<file path="src/rtl/decodificador_comando.sv">
// Two-byte request frame decoder (command + sensor address) fed by the UART receiver strobe.
// Validates the frame, enforces an inter-byte timeout and hands accepted requests downstream.
module decodificador_comando #(
    parameter int         TIMEOUT_CICLOS = 5000000,
    parameter logic [7:0] CODIGO_MAX     = 8'h07,
    parameter int         NUM_SENSORES   = 32
) (
    input  logic       clock,
    input  logic       reset,
    input  logic       bitsEstaoRecebidos,
    input  logic [7:0] byteCompleto,
    input  logic       requisicaoAceita,
    output logic       requisicaoValida,
    output logic [7:0] comando,
    output logic [7:0] endereco,
    output logic       erroComando,
    output logic       erroEndereco,
    output logic       erroTempo,
    output logic       erroSobreposicao,
    output logic       ocupado
);

    localparam int                       LARGURA_TIMER   = $clog2(TIMEOUT_CICLOS) + 1;
    localparam logic [LARGURA_TIMER-1:0] TIMER_FINAL     = LARGURA_TIMER'(TIMEOUT_CICLOS - 1);
    localparam logic [8:0]               LIMITE_ENDERECO = 9'(NUM_SENSORES);

    typedef enum logic [1:0] {
        ESPERA_COMANDO  = 2'd0,
        ESPERA_ENDERECO = 2'd1,
        VALIDA          = 2'd2,
        ENTREGA         = 2'd3
    } estado_t;

    estado_t                  estado;
    logic [LARGURA_TIMER-1:0] timer;

    // Frame FSM with registered request, field and single-cycle error outputs.
    always_ff @(posedge clock) begin
        if (reset) begin
            estado           <= ESPERA_COMANDO;
            timer            <= '0;
            comando          <= 8'h00;
            endereco         <= 8'h00;
            requisicaoValida <= 1'b0;
            erroComando      <= 1'b0;
            erroEndereco     <= 1'b0;
            erroTempo        <= 1'b0;
            erroSobreposicao <= 1'b0;
            ocupado          <= 1'b0;
        end else begin
            erroComando      <= 1'b0;
            erroEndereco     <= 1'b0;
            erroTempo        <= 1'b0;
            erroSobreposicao <= 1'b0;

            case (estado)
                ESPERA_COMANDO: begin
                    if (bitsEstaoRecebidos) begin
                        comando <= byteCompleto;
                        timer   <= '0;
                        estado  <= ESPERA_ENDERECO;
                    end else begin
                        estado  <= ESPERA_COMANDO;
                    end
                end

                ESPERA_ENDERECO: begin
                    // A strobe arriving on the final timer value still completes the frame.
                    if (bitsEstaoRecebidos) begin
                        endereco <= byteCompleto;
                        ocupado  <= 1'b1;
                        estado   <= VALIDA;
                    end else if (timer == TIMER_FINAL) begin
                        erroTempo <= 1'b1;
                        estado    <= ESPERA_COMANDO;
                    end else begin
                        timer     <= timer + LARGURA_TIMER'(1);
                    end
                end

                VALIDA: begin
                    // Validation errors take precedence so only one error line pulses;
                    // a colliding byte is then dropped silently.
                    if (comando > CODIGO_MAX) begin
                        erroComando <= 1'b1;
                        ocupado     <= 1'b0;
                        estado      <= ESPERA_COMANDO;
                    end else if ({1'b0, endereco} >= LIMITE_ENDERECO) begin
                        erroEndereco <= 1'b1;
                        ocupado      <= 1'b0;
                        estado       <= ESPERA_COMANDO;
                    end else begin
                        requisicaoValida <= 1'b1;
                        erroSobreposicao <= bitsEstaoRecebidos;
                        estado           <= ENTREGA;
                    end
                end

                ENTREGA: begin
                    erroSobreposicao <= bitsEstaoRecebidos;
                    if (requisicaoAceita) begin
                        requisicaoValida <= 1'b0;
                        ocupado          <= 1'b0;
                        estado           <= ESPERA_COMANDO;
                    end else begin
                        estado           <= ENTREGA;
                    end
                end

                default: begin
                    requisicaoValida <= 1'b0;
                    ocupado          <= 1'b0;
                    estado           <= ESPERA_COMANDO;
                end
            endcase
        end
    end

endmodule

</file>
<file path="config.mk">
export PLATFORM = sky130hd
export DESIGN_NAME = decodificador_comando
export DESIGN_NICKNAME = d
export VERILOG_FILES = /design/src/rtl/decodificador_comando.sv
export SDC_FILE = /design/constraint.sdc
export NUM_CORES = 1
export LEC_CHECK = 0
export ABC_AREA = 1
export CAP_MARGIN = 20
export CORE_UTILIZATION = 55
export CTS_CLUSTER_SIZE = 14
export DETAILED_ROUTE_END_ITERATION = 10
export MAX_ROUTING_LAYER = met4
export PLACE_DENSITY = 0.79
export SLEW_MARGIN = 30
export SYNTH_ARGS = -nofsm -noshare
export SYNTH_HDL_FRONTEND = slang
export SYNTH_SLANG_ARGS = --single-unit
</file>
<file path="constraint.sdc">
create_clock -name clock -period 2.2 [get_ports clock]
set_clock_uncertainty 0.2 [all_clocks]
set_input_delay 0.22 -clock clock [delete_from_list [all_inputs] [get_ports clock]]
set_output_delay 0.22 -clock clock [all_outputs]
set_load 0.03 [all_outputs]
</file>
==> summary.md <==
| Metric | Value |
|---|---|
| Clock sinks | 48 |
| Nets | roughly 440 |
| First-pass GRT wire length | about 9.5 mm |
| Leak pwr | 1.123 nW |
| Top cells by area, synth | dfxtp_1 38%, nand2_1 14%, nor2_1 12% |
| Crit path from | timer[12] |
| Row count | 24 |
| Max Slew Vio Count | 0 |
| Met2 WL post-DR | ~2.6 mm |
| Die W | 69.91 um |
| Post-CTS Hold Buffers | 0 |
| Utilization after layout | between 60% and 70% |
| Status | completed |
| Largest net degree at the start of global routing | 16 |
| Endpoint class of the critical path | flop |
| FF-to-FF path depth | 11 |
| Netlist cell types | 28 |
| # DRC | 0 |
| Final instance area | roughly 3000 um2 |
| Total nets after synthesis | slightly below 400 |
| Critical path class | flop to flop |
| H-tree levels | 2 |
| DP HPWL | 4.229 mm |
| Port Buffers | 33 |
| PostCTS Resize Cnt | 0 |
| Slew HR | between 60% and 70% |
| Most common flop cell mapped by yosys | dfxtp_1 |
| Area Overhead vs Synth | 19.39% |
| TritonCTS buffer count | 5 |
| Worst vdd ir | 0.4176 mV |
| CTS root buf | clkbuf_8 |
| Mapped Cells | roughly 380 |
| Pre-Repair DR Iteration Count | 4 |
| Core area | approximately 4400 um2 |
| CP startpoint kind | flop |
| Via-per-instance ratio | about 5.1 |
| Die height | between 60 and 70 um |
| DR iter-0 viols | a little over 200 |
| DRT antenna net count | 0 |
| FF-to-FF End | timer[20] |
| Pwr Density | 589.8 nW/um2 |
| CP max stage delay | about 0.37 ns |
| Non-Filler Instances | between 400 and 500 |
| Minimum clock period | around 2 ns |
| Worst flop-to-flop path startpoint | timer[12] |
| Initial antenna violation count | 0 |
| Vias | around 2400 |
| Yosys reg bits | 48 |
| Cells along the critical path | inv_1, nand2_1, nor2_1, nand2_1, nor2_2, nand3_4, nand2_4, buf_4, nor2_1, nor2_1, nor2_1 |
| Asr flop ratio synth | 0% |
| GRT Util Overall | between 20% and 30% |
| Setup tns final | 0 ns |
| Placed cell count | ~470 |
| Final WS setup | ~0.22 ns |
| Hold Path Class | flop to flop |
| RSZ-0062 raised after global routing | false |
| Buffer and inverter count on the worst path | 2 |
| Tcrit/Tclk final | between 90 and 100% |
| Critical path fanouts, max | 13 |
| Max capacitance violation total | 0 |
| Number of diodes | 0 |
| Synth Area per Inst | roughly 6.6 um2 |
| Slowest CP cell | dfxtp_1 |
| Final Hold Fails | 0 |
| Post-CTS setup buffers | 0 |
| Final Power | 1.786 mW |
| Final setup fails | 0 |
| Crit path to | timer[20] |
| Top-count cell post-synth | nand2_1 |
| Share of the synthesized area in the top cell type | 37.89% |
| Met1 wire length | between 2 and 3 mm |
| Clock tree buffer depth | 2 |
| Routed WL per cell | 12.08 um |
| CP Data Required Time | ~2.2 ns |
| Vias in the first global route | 2061 |
| Share of cells above drive strength 1 | a little under an eighth |
| Aggregate routed wire length | 5.737 mm |
| Met3 wire length | about 330 um |
| Top sig layer | met4 |
| Ports | 34 |
| Post-place setup slack | about 0.17 ns |
| Top post-synthesis cells by count | 92 x nand2_1, 78 x nor2_1, 48 x dfxtp_1, 41 x inv_1, 20 x nand3_1 |
| Yosys top cell by area | dfxtp_1 |
| Total gr overflow | 0 |
| WHS | between 0.2 and 0.3 ns |
| GPL Wtd Cong | between 0.9 and 1 |
| Initial Util | between 50% and 60% |
| Sequential fraction of the synthesis area | a little under two fifths |
| CP dominant cell by count | nor2_1 |
| CTS tree | yes |
| Post-synthesis cell area | 2536 um2 |
| Post-DP Area | just under 3000 um2 |
| CP Data Arrival Time | between 1.5 and 2 ns |
| Fmax | 504.5 MHz |
| Crit path depth | 11 |
| Worst skew pair latency | just over 0.3 ns |
| Yosys warnings | 0 |
| Cell family with most CP delay | simple AND/OR/NAND/NOR gates |
| Flop2flop setup slack | 0.22 ns |
| Worst slew pin tran | 0.5081 ns |
| Clk slew on worst S/H paths | ~0.09 ns |
| Number of synthesized flops with an enable pin | 0 |
| Die ar. | roughly 4900 um2 |
| Hold_sp | ocupado |
[worst register-to-register path, cell delays in order, from the launching register on]
cell     delay [ns]
dfxtp_1        0.37
inv_1          0.07
nand2_1        0.04
nor2_1         0.17
nand2_1        0.09
nor2_2         0.15
nand3_4        0.20
nand2_4        0.14
buf_4          0.22
nor2_1         0.08
nor2_1         0.09
nor2_1         0.04
[registers in the layout, summed over array words and instances, names as in the netlist]
register / cells
timer: 24
comando: 8
endereco: 8
estado: 2
erroComando: 1
erroEndereco: 1
erroSobreposicao: 1
erroTempo: 1
ocupado: 1
requisicaoValida: 1
[where the power goes]
group	leakage (nW)	switching [mW]	internal, mW	total [mW]
registers	0.390	0.0211	0.898	0.920
logic	0.690	0.191	0.109	0.300
clock network	0.0434	0.311	0.255	0.566
[layout by cell type (no fill, tap or decap), drive strengths merged]
cell type	synthesis	layout
nand2	99	99
nor2	86	86
dfxtp	48	48
inv	45	45
clkdlybuf4s50	0	33
a21oi	26	26
nand3	22	22
o21ai	17	17
nand4	11	11
buf	4	9
xor2	8	8
clkbuf	7	6
nor3	3	3
clkinv	2	2
nor4	2	2
clkinvlp	0	2
nand3b	1	1
a21boi	1	1
xnor2	1	1
ha	1	1
[area by class of cell]
| cell class | count | area, um2 |
|---|---|---|
| Fill cell | 390 | 1356 |
| Clock inverter | 2 | 15.01 |
| Timing Repair Buffer | 42 | 397.9 |
| Multi-Input combinational cell | 278 | 1330 |
| Clock buffer | 6 | 82.58 |
| Tap cell | 52 | 65.06 |
| Inverter | 47 | 176.4 |
| Sequential cell | 48 | 960.9 |
[metal layers]
metal	global-route usage [%]	vias up
li1	-	1276
met1	35.00	1083
met2	36.54	72
met3	4.329	6
met4	7.333	0
met5	-	-
[how the worst min path moves through the flow]
stage / endpoint / slack (ns) / cells past startpoint
global route: ocupado / 0.29 / 2
floorplan: erroTempo / 0.1 / 1
global placement: ocupado / 0.25 / 2
detailed placement: endereco[2] / 0.26 / 2
finish: ocupado / 0.27 / 2
CTS: endereco[2] / 0.27 / 2
[cells by family after synthesis]
group	Yosys count	synth area share [%]
AOI/OAI and AO/OA	44	10.26
xor gates and xnor gates	9	3.108
adders and majority gates	1	0.4933
buffers and inverters	58	9.669
DFF	48	37.89
and+or+nand+nor	224	38.58
No activity file was read; power rests on OpenSTA's default activity.
